==> config.mk <==
export PLATFORM = sky130hd
export DESIGN_NAME = branch_trace_sequencer
export DESIGN_NICKNAME = d
export VERILOG_FILES = /design/src/rtl/bp_pkg.sv /design/src/rtl/branch_rec_fifo.sv /design/src/rtl/branch_trace_sequencer.sv
export SDC_FILE = /design/constraint.sdc
export NUM_CORES = 1
export LEC_CHECK = 0
export BUFFER_PORTS_ARGS = -buffer_cell sky130_fd_sc_hd__buf_2
export CORE_MARGIN = 5
export CORE_UTILIZATION = 51
export CTS_CLUSTER_DIAMETER = 60
export DETAILED_ROUTE_END_ITERATION = 16
export PLACE_DENSITY = 0.75
export REMOVE_ABC_BUFFERS = 1
export SKIP_LAST_GASP = 1
export SLEW_MARGIN = 20
export SYNTH_ARGS = -nofsm -noshare
export SYNTH_HDL_FRONTEND = slang
export SYNTH_SLANG_ARGS = --single-unit
export TNS_END_PERCENT = 10
==> constraint.sdc <==
create_clock -name clk -period 1.9 [get_ports clk]
set_clock_uncertainty 0.15 [all_clocks]
set_input_delay 0 -clock clk [delete_from_list [all_inputs] [get_ports clk]]
set_output_delay 0 -clock clk [all_outputs]
set_load 0.005 [all_outputs]
==> src/rtl/bp_pkg.sv <==
// Shared definitions for the branch trace sequencer: sequencer states and record width.
package bp_pkg;

  localparam int ADDR_WIDTH_DEF = 8;
  localparam int REC_W          = ADDR_WIDTH_DEF + 1;

  typedef enum logic [2:0] {
    INIT  = 3'd0,
    IDLE  = 3'd1,
    ISSUE = 3'd2,
    WAIT  = 3'd3,
    GAP   = 3'd4
  } state_t;

endpackage

==> src/rtl/branch_rec_fifo.sv <==
// Synchronous record buffer; pointers carry an extra wrap bit to tell full from empty.
module branch_rec_fifo
  import bp_pkg::*;
#(
  parameter int WIDTH = REC_W,
  parameter int DEPTH = 4
) (
  input  logic             clk,
  input  logic             rst_n,
  input  logic             wr_en,
  input  logic [WIDTH-1:0] din,
  input  logic             rd_en,
  output logic             full,
  output logic             empty,
  output logic [WIDTH-1:0] dout
);

  localparam int PW = $clog2(DEPTH);

  logic [WIDTH-1:0] mem [DEPTH];
  logic [PW:0]      wr_ptr;
  logic [PW:0]      rd_ptr;

  assign empty = (wr_ptr == rd_ptr);
  assign full  = (wr_ptr[PW] != rd_ptr[PW]) && (wr_ptr[PW-1:0] == rd_ptr[PW-1:0]);
  assign dout  = mem[rd_ptr[PW-1:0]];

  always_ff @(posedge clk) begin
    if (!rst_n) begin
      wr_ptr <= '0;
      rd_ptr <= '0;
    end else begin
      if (wr_en && !full) begin
        mem[wr_ptr[PW-1:0]] <= din;
        wr_ptr              <= wr_ptr + 1'b1;
      end
      if (rd_en && !empty) begin
        rd_ptr <= rd_ptr + 1'b1;
      end
    end
  end

endmodule

==> src/rtl/branch_trace_sequencer.sv <==
// Feeds buffered branch records to the perceptron predictor one at a time over its edge-triggered
// new-data handshake, and scores each prediction in saturating statistics counters.
module branch_trace_sequencer
  import bp_pkg::*;
#(
  parameter int ADDR_WIDTH     = ADDR_WIDTH_DEF,
  parameter int FIFO_DEPTH     = 4,
  parameter int CNT_WIDTH      = 16,
  parameter int TIMEOUT_CYCLES = 64
) (
  input  logic                  clk,
  input  logic                  rst_n,
  input  logic                  in_valid,
  output logic                  in_ready,
  input  logic [ADDR_WIDTH-1:0] in_addr,
  input  logic                  in_taken,
  output logic [ADDR_WIDTH-1:0] bp_inst_addr,
  output logic                  bp_new_data,
  output logic                  bp_dir_truth,
  input  logic                  bp_pred_ready,
  input  logic                  bp_prediction,
  input  logic                  bp_training_done,
  input  logic                  bp_mem_rst_done,
  input  logic                  clear_stats,
  output logic                  busy,
  output logic [CNT_WIDTH-1:0]  total_cnt,
  output logic [CNT_WIDTH-1:0]  mispred_cnt,
  output logic                  timeout_err
);

  localparam int RW = ADDR_WIDTH + 1;
  localparam int TW = $clog2(TIMEOUT_CYCLES);
  localparam logic [CNT_WIDTH-1:0] CNT_MAX = '1;
  localparam logic [TW-1:0]        T_LAST  = TW'(TIMEOUT_CYCLES - 1);

  state_t          state;
  state_t          state_nx;
  logic [TW-1:0]   timer;
  logic            pred_seen;
  logic            pred_val;
  logic            push;
  logic            pop;
  logic            full;
  logic            empty;
  logic [RW-1:0]   head;
  logic            done_ok;
  logic            timed_out;
  logic            miss;

  branch_rec_fifo #(.WIDTH(RW), .DEPTH(FIFO_DEPTH)) u_fifo (
    .clk   (clk),
    .rst_n (rst_n),
    .wr_en (push),
    .din   ({in_addr, in_taken}),
    .rd_en (pop),
    .full  (full),
    .empty (empty),
    .dout  (head)
  );

  // Nothing is accepted until the predictor memory has been cleared.
  assign in_ready    = (state != INIT) && !full;
  assign push        = in_valid && in_ready;
  assign pop         = (state == IDLE) && !empty;
  assign bp_new_data = (state == ISSUE) || (state == WAIT);
  assign busy        = bp_new_data || (state == GAP);
  assign done_ok     = (state == WAIT) && bp_training_done;
  assign timed_out   = (state == WAIT) && !bp_training_done && (timer == T_LAST);
  // A prediction arriving together with training_done is scored directly.
  assign miss        = bp_pred_ready ? (bp_prediction != bp_dir_truth)
                                     : (!pred_seen || (pred_val != bp_dir_truth));

  always_comb begin
    state_nx = state;
    case (state)
      INIT:    if (bp_mem_rst_done) state_nx = IDLE;
      IDLE:    if (!empty) state_nx = ISSUE;
      ISSUE:   state_nx = WAIT;
      WAIT:    if (done_ok || timed_out) state_nx = GAP;
      GAP:     state_nx = IDLE;
      default: state_nx = INIT;
    endcase
  end

  always_ff @(posedge clk) begin
    if (!rst_n) begin
      state        <= INIT;
      timer        <= '0;
      pred_seen    <= 1'b0;
      pred_val     <= 1'b0;
      bp_inst_addr <= '0;
      bp_dir_truth <= 1'b0;
    end else begin
      state <= state_nx;
      if (pop) begin
        {bp_inst_addr, bp_dir_truth} <= head;
        pred_seen                    <= 1'b0;
        timer                        <= '0;
      end else if (state == WAIT) begin
        timer <= timer + 1'b1;
        if (bp_pred_ready) begin
          pred_seen <= 1'b1;
          pred_val  <= bp_prediction;
        end
      end
    end
  end

  always_ff @(posedge clk) begin
    if (!rst_n || clear_stats) begin
      total_cnt   <= '0;
      mispred_cnt <= '0;
      timeout_err <= 1'b0;
    end else begin
      if (done_ok) begin
        if (total_cnt != CNT_MAX) total_cnt <= total_cnt + 1'b1;
        if (miss && (mispred_cnt != CNT_MAX)) mispred_cnt <= mispred_cnt + 1'b1;
      end
      if (timed_out) timeout_err <= 1'b1;
    end
  end

endmodule

==> metrics.yaml, run 1 <==
outcome: "complete, no violations"
cp_top_family: "simple AND/OR/NAND/NOR gates"
routed_wl_um: 8830
vias_per_cell: 5.34
vias: 3316
gp_congestion: 0.847
die_h_um: 101
cp-start-kind: "flip-flop"
synth_area_leaders: "dfxtp_1, edfxtp_1, mux4_2"
rsz0062_at_grt: "true"
drive_gt1_share_pct: 32.0
core_um2: 8130
avgSynthCellArea_um2: 11.0
final_common_cell: "buf_2"
insertedDiodeCount: 0
timing.setup.tns_ns: 0
cp.arrival_ns: 1.75
hold_violations: 0
power.total_uw: 3950
dr.pass1.iters: 4
fp-row-count: 33
crit_path_end_kind: "flip-flop"
utilization_pct: 66.1
synth_seq_area_share_pct: 53.8
area_growth_pct: 27.9
cts_sinks: 95
cellLeakagePower_uw: 0.00205
path_max_fanout: 9
crit_chain: "xor2_1 -> a31oi_1 -> nand2_1 -> nor2_2 -> and2_1 -> buf_4"
p_int_uw: 2920
clock_power_share_pct: 32.2
yosys.area.top_type: "dfxtp_1"
io_pins: 62
synth-edff-count: 36
cts_made_buffers: 9
die_w_um: 101
seqPwrFrac_pct: 55.4
cts.clk_slew.worst_paths_ns: 0.10
cpPeakStageDelay_ns: 0.36
layout.nets: 536
place_inst: 586
p_sw_uw: 1030
power_switching_share_pct: 26.1
grt_max_degree: 19
power_density_nw_per_um2: 735
ir_worst_vdd_uv: 637
slew_violations: 0
finalWorstSetupSlack_ns: 0.0580
drc: 0
ys_warn_count: 0
asyncSetResetFlopFracSynth_pct: 0
dpl.hpwl_um: 6430
grt_pass1_wl_um: 15000
first_global_vias: 3245
final_cell_mix: "buf_2, dfxtp_1, buf_4"
clk-insertion-delay-late_ns: 0.36
fmax_ghz: 0.543
grt-ovfl-total: 0
slew-limit-headroom_pct: 75.6
worstMarginPinSlew_ns: 0.364
power_frac_comb_pct: 12.4
initial_utilization_pct: 51.7
worstPathRequired_ns: 1.81
ys.flop_type: "dfxtp_1"
min_path_type: "in2reg"
fin_crit_ns: 1.84
pre_cts_ws_ns: 0.00108
htree_levels: 3
syn_area_um2: 4200
synth.distinct_cells: 51
finalNonFillerCells: 621
fin_crit_sh_pct: 96.9
syn-instance-count: 382
fill_cells: 615
io_buffers: 61
critPathKind: "reg2reg"
antenna_found_initial: 0
ys_seq_elements: 95
critPathSlowestCell: "dfxtp_1"
drt-initial-drc-count: 80
grt_usage_pct: 18.3
synth.top_cell.area_share_pct: 28.1
cts_tree: "yes"
die-area_um2: 10200
worstPathBufferInverterCount: 1
setup_viol_count_final: 0
root_buffer: "clkbuf_8"
drtAntennaViolNets: 0
routedWlPerCell_um: 14.2
cts_buffer_depth: 2
cap_violations: 0
-- power by group through the flow --
stage                     sequential [uW]  combinational, uW  clock [uW]
after floorplan                      2260                238           0
after global placement               2230                440           0
after detailed placement             2240                451           0
after CTS                            2190                483        1300
after global routing                 2200                537        1390
final                                2190                488        1270
-- synthesized netlist by cell type (2+ instances only) --
cell,n
a211oi_1,2
a21oi_1,13
a21oi_2,3
a31oi_1,2
and2_1,7
and3_1,4
and4_1,2
buf_2,4
buf_4,2
buf_6,2
clkbuf_1,5
dfxtp_1,59
edfxtp_1,36
ha_1,8
inv_1,5
mux2i_1,12
mux4_2,9
nand2_1,21
nand3_1,21
nand4_1,15
nor2_1,52
nor2b_1,4
nor3_1,10
nor4_1,3
o211ai_1,2
o21ai_0,7
o21ai_1,6
or2_2,2
or3_1,11
or4_4,2
xnor2_1,19
xor2_1,13
-- layer usage --
metal	GRT usage, %	up-vias	part of all wire, %
met4	5.18	0	1.2
li1	-	1652	-
met2	32.2	67	51
met5	0	-	0
met3	3.25	10	4.4
met1	22.9	1587	43
-- cell families after synthesis --
family | after synthesis | synth area share (%)
adder cells (fa/ha/maj) | 8 | 2.38
buffers and inverters | 20 | 2.44
XOR/XNOR | 32 | 6.67
AND/OR/NAND/NOR | 164 | 20.2
multiplexers | 21 | 7.68
AO/OA/AOI/OAI | 42 | 6.79
flip-flops | 95 | 53.8
-- worst paths after layout --
check	startpoint	to	slack (ns)	depth (start not counted)
hold reg to reg	pred_seen	pred_seen	0.33	2
setup reg to reg	u_fifo.wr_ptr[2]	u_fifo.mem[1][3]	0.06	6
setup / recovery	u_fifo.wr_ptr[2]	u_fifo.mem[1][3]	0.06	6
hold / removal	in_addr[7]	u_fifo.mem[1][8]	0.24	2
-- flip-flops by register name (all words and copies together), names as in the netlist, 3 cells and up --
register,count
u_fifo.mem,36
mispred_cnt,16
total_cnt,16
bp_inst_addr,8
timer,6
state,3
u_fifo.rd_ptr,3
u_fifo.wr_ptr,3
-- layout make-up --
| type | instances | area, um^2 | share of cell area (%) |
|---|---|---|---|
| clock buffers | 9 | 124 | 2.30 |
| clock inverters | 7 | 65.1 | 1.21 |
| inverters | 6 | 22.5 | 0.419 |
| multi-input cells | 267 | 1860 | 34.6 |
| flip-flops and latches | 95 | 2270 | 42.2 |
| well taps | 105 | 131 | 2.44 |
| repair buffers | 132 | 902 | 16.8 |
-- through the flow --
step / area [um^2] / hold slack, ns
after floorplan: 4120 / -0.0511
after global placement: 4960 / 0.0614
after detailed placement: 4960 / 0.0706
after CTS: 5330 / 0.216
after global routing: 5380 / 0.240
final: 5380 / 0.236
-- repair_timing --
action                                  4_1_cts  5_1_grt
hold buffers                                 16        0
pin swaps                                     2        9
setup buffers                                 1        2
hold endpoints to repair                     55        0
endpoints found under the setup margin       36       52
gates resized for setup                       2       13
Power figures use the tool's default switching activity.
==> inputs of run 2 (changes only) <==
Settings changed: CELL_PAD_IN_SITES_DETAIL_PLACEMENT set to 0, CELL_PAD_IN_SITES_GLOBAL_PLACEMENT set to 1, CORE_UTILIZATION 51 to 40, PLACE_DENSITY 0.75 to unset, PLACE_DENSITY_LB_ADDON set to 0.1.
==> metrics.yaml, run 2 (same netlist as run 1, synthesis figures left out) <==
first_global_vias: 3211  # was 3,245
clk-insertion-delay-late_ns: 0.37  # was 0.36 ns
cp.arrival_ns: 1.99  # was 1.75 ns
final_cell_mix: "buf_2, dfxtp_1, buf_4"  # unchanged
drt-initial-drc-count: 152  # was 80
worstHoldStart: "in_addr[5]"  # was in_addr[7]
grtUsageMet3_pct: 2.43  # was 3.25%
worstMarginPinSlew_ns: 0.418  # was 0.364 ns
multi_input_area_um2: 1880  # was 1860 um^2
die_w_um: 113  # was 101 um
hold_violations: 0  # unchanged
insertedDiodeCount: 0  # unchanged
pre_cts_ws_ns: 0.0246  # was 0.00108 ns
die_h_um: 113  # was 101 um
fin_crit_sh_pct: 98.4  # was 96.9%
p_sw_uw: 1140  # was 1030 uW
r2r_setup_slack_ns: 0.03  # was 0.06 ns
vias_per_cell: 5.05  # was 5.34
fmax_ghz: 0.535  # was 0.543 GHz
htree_levels: 3  # unchanged
grt-ovfl-total: 0  # unchanged
utilization_pct: 53.7  # was 66.1%
vias: 3305  # was 3,316
crit_path_end_kind: "flip-flop"  # unchanged
fp-row-count: 37  # was 33
path_max_fanout: 5  # was 9
grt_usage_pct: 15.1  # was 18.3%
cts.clk_slew.worst_paths_ns: 0.12  # was 0.10 ns
clock_power_share_pct: 34.5  # was 32.2%
dr.pass1.iters: 6  # was 4
gr-max-usage-layer: "met2"  # unchanged
initial_utilization_pct: 40.9  # was 51.7%
r2r_start: "total_cnt[1]"  # was u_fifo.wr_ptr[2]
power_switching_share_pct: 27.8  # was 26.1%
grt_pass1_wl_um: 15600  # was 15,000 um
die-area_um2: 12700  # was 10,200 um^2
rr_endpoint: "total_cnt[2]"  # was u_fifo.mem[1][3]
root_buffer: "clkbuf_8"  # unchanged
drc: 0  # unchanged
core_um2: 10300  # was 8130 um^2
use_met2_pct: 26.5  # was 32.2%
power.total_uw: 4090  # was 3950 uW
dpl.hpwl_um: 6690  # was 6430 um
grt_max_degree: 23  # was 19
drive_gt1_share_pct: 31.8  # was 32.0%
cellLeakagePower_uw: 0.00210  # was 0.00205 uW
met1_usage_pct: 19.0  # was 22.9%
largest_reg_flops: 36  # unchanged
power_frac_comb_pct: 12.1  # was 12.4%
cts_sinks: 95  # unchanged
power_density_nw_per_um2: 742  # was 735 nW/um^2
whs_endpoint: "u_fifo.mem[1][6]"  # was u_fifo.mem[1][8]
setup_viol_count_final: 0  # unchanged
cts_buffer_depth: 2  # unchanged
p_int_uw: 2950  # was 2920 uW
whs_path_depth: 2  # unchanged
slew_violations: 0  # unchanged
cts_tree: "yes"  # unchanged
min_path_type: "in2reg"  # unchanged
layout.nets: 539  # was 536
finalWorstSetupSlack_ns: 0.0304  # was 0.0580 ns
cap_violations: 0  # unchanged
routedWlPerCell_um: 14.2  # about the same
gp_congestion: 0.786  # was 0.847
fill_cells: 944  # was 615
ir_worst_vdd_uv: 458  # was 637 uV
slew-limit-headroom_pct: 71.9  # was 75.6%
worstPathRequired_ns: 2.02  # was 1.81 ns
seqPwrFrac_pct: 53.5  # was 55.4%
routed_wl_um: 9300  # was 8830 um
outcome: "complete, no violations"  # unchanged
cp-start-kind: "flip-flop"  # unchanged
worst_r2r_path_depth: 6  # unchanged
antenna_found_initial: 0  # unchanged
io_pins: 62  # unchanged
seq_area_um2: 2260  # was 2270 um^2
cts_made_buffers: 9  # unchanged
area_growth_pct: 31.3  # was 27.9%
critPathKind: "reg2reg"  # unchanged
final_common_cell: "buf_2"  # unchanged
drtAntennaViolNets: 0  # unchanged
fin_crit_ns: 1.87  # was 1.84 ns
io_buffers: 61  # unchanged
rsz0062_at_grt: "true"  # unchanged
-- run 2: cell types whose count changed in the layout (fill, tap and decap cells not counted), moves of 2 or more --
cell,change
clkinv_4,-3
buf_4,+2
dfxtp_1,+3
dfxtp_2,-3
buf_12,+4
buf_6,-3
clkinv_8,+3
-- run 2: area by class of cell --
| class | count | area share [%] |
|---|---|---|
| clock buffers | 9 | 2.25 |
| clock inverters | 7 | 1.61 |
| inverters | 6 | 0.408 |
| multi-input cells | 267 | 34.1 |
| flip-flops and latches | 95 | 41.1 |
| well taps | 136 | 3.08 |
| repair buffers | 135 | 17.5 |
-- run 2: critical path: stages (launching register included) --
cell,delay (ns)
dfxtp_1,0.36
ha_2,0.20
nand4_1,0.13
or4_4,0.54
and3_1,0.21
xnor2_1,0.13
nor2_1,0.05
-- run 2: through the flow --
stage,area [um^2],hold WS (ns),setup TNS (ns),instances
after floorplan,4120,-0.0511,-16.86,368
after global placement,5070,0.0625,0,619
after detailed placement,5070,0.0672,0,619
after CTS,5450,0.205,0,651
after global routing,5520,0.222,-1.59,655
final,5520,0.225,0,655
-- run 2: power by group through the flow --
stage | clock (uW) | sequential (uW) | combinational, uW
after floorplan | 0 | 2260 | 238
after global placement | 0 | 2230 | 461
after detailed placement | 0 | 2230 | 467
after CTS | 1460 | 2190 | 494
after global routing | 1530 | 2190 | 547
final | 1410 | 2190 | 493
-- run 2: worst max path at each step --
stage	from	to	slack [ns]	cells after the start
after floorplan	u_fifo.rd_ptr[0]	u_fifo.mem[3][0]	-0.46	5
after global placement	total_cnt[0]	total_cnt[2]	0.08	6
after detailed placement	total_cnt[0]	total_cnt[3]	0.02	6
after CTS	bp_dir_truth	mispred_cnt[3]	0.01	5
after global routing	total_cnt[1]	total_cnt[2]	-0.09	6
final	total_cnt[1]	total_cnt[2]	0.03	6
-- run 2: repair_timing --
action	in CTS	in global routing
hold endpoints to repair	58	0
gates resized for setup	1	10
pin swaps	0	5
hold buffers	16	0
setup endpoints to repair	2	60
setup buffers	0	4
-- run 2: routing by layer --
metal	routed length, um	vias up	share of wire [%]
li1	-	1665	-
met1	4170	1578	45
met4	132	0	1.4
met3	312	11	3.4
met5	0	-	0
met2	4690	51	50
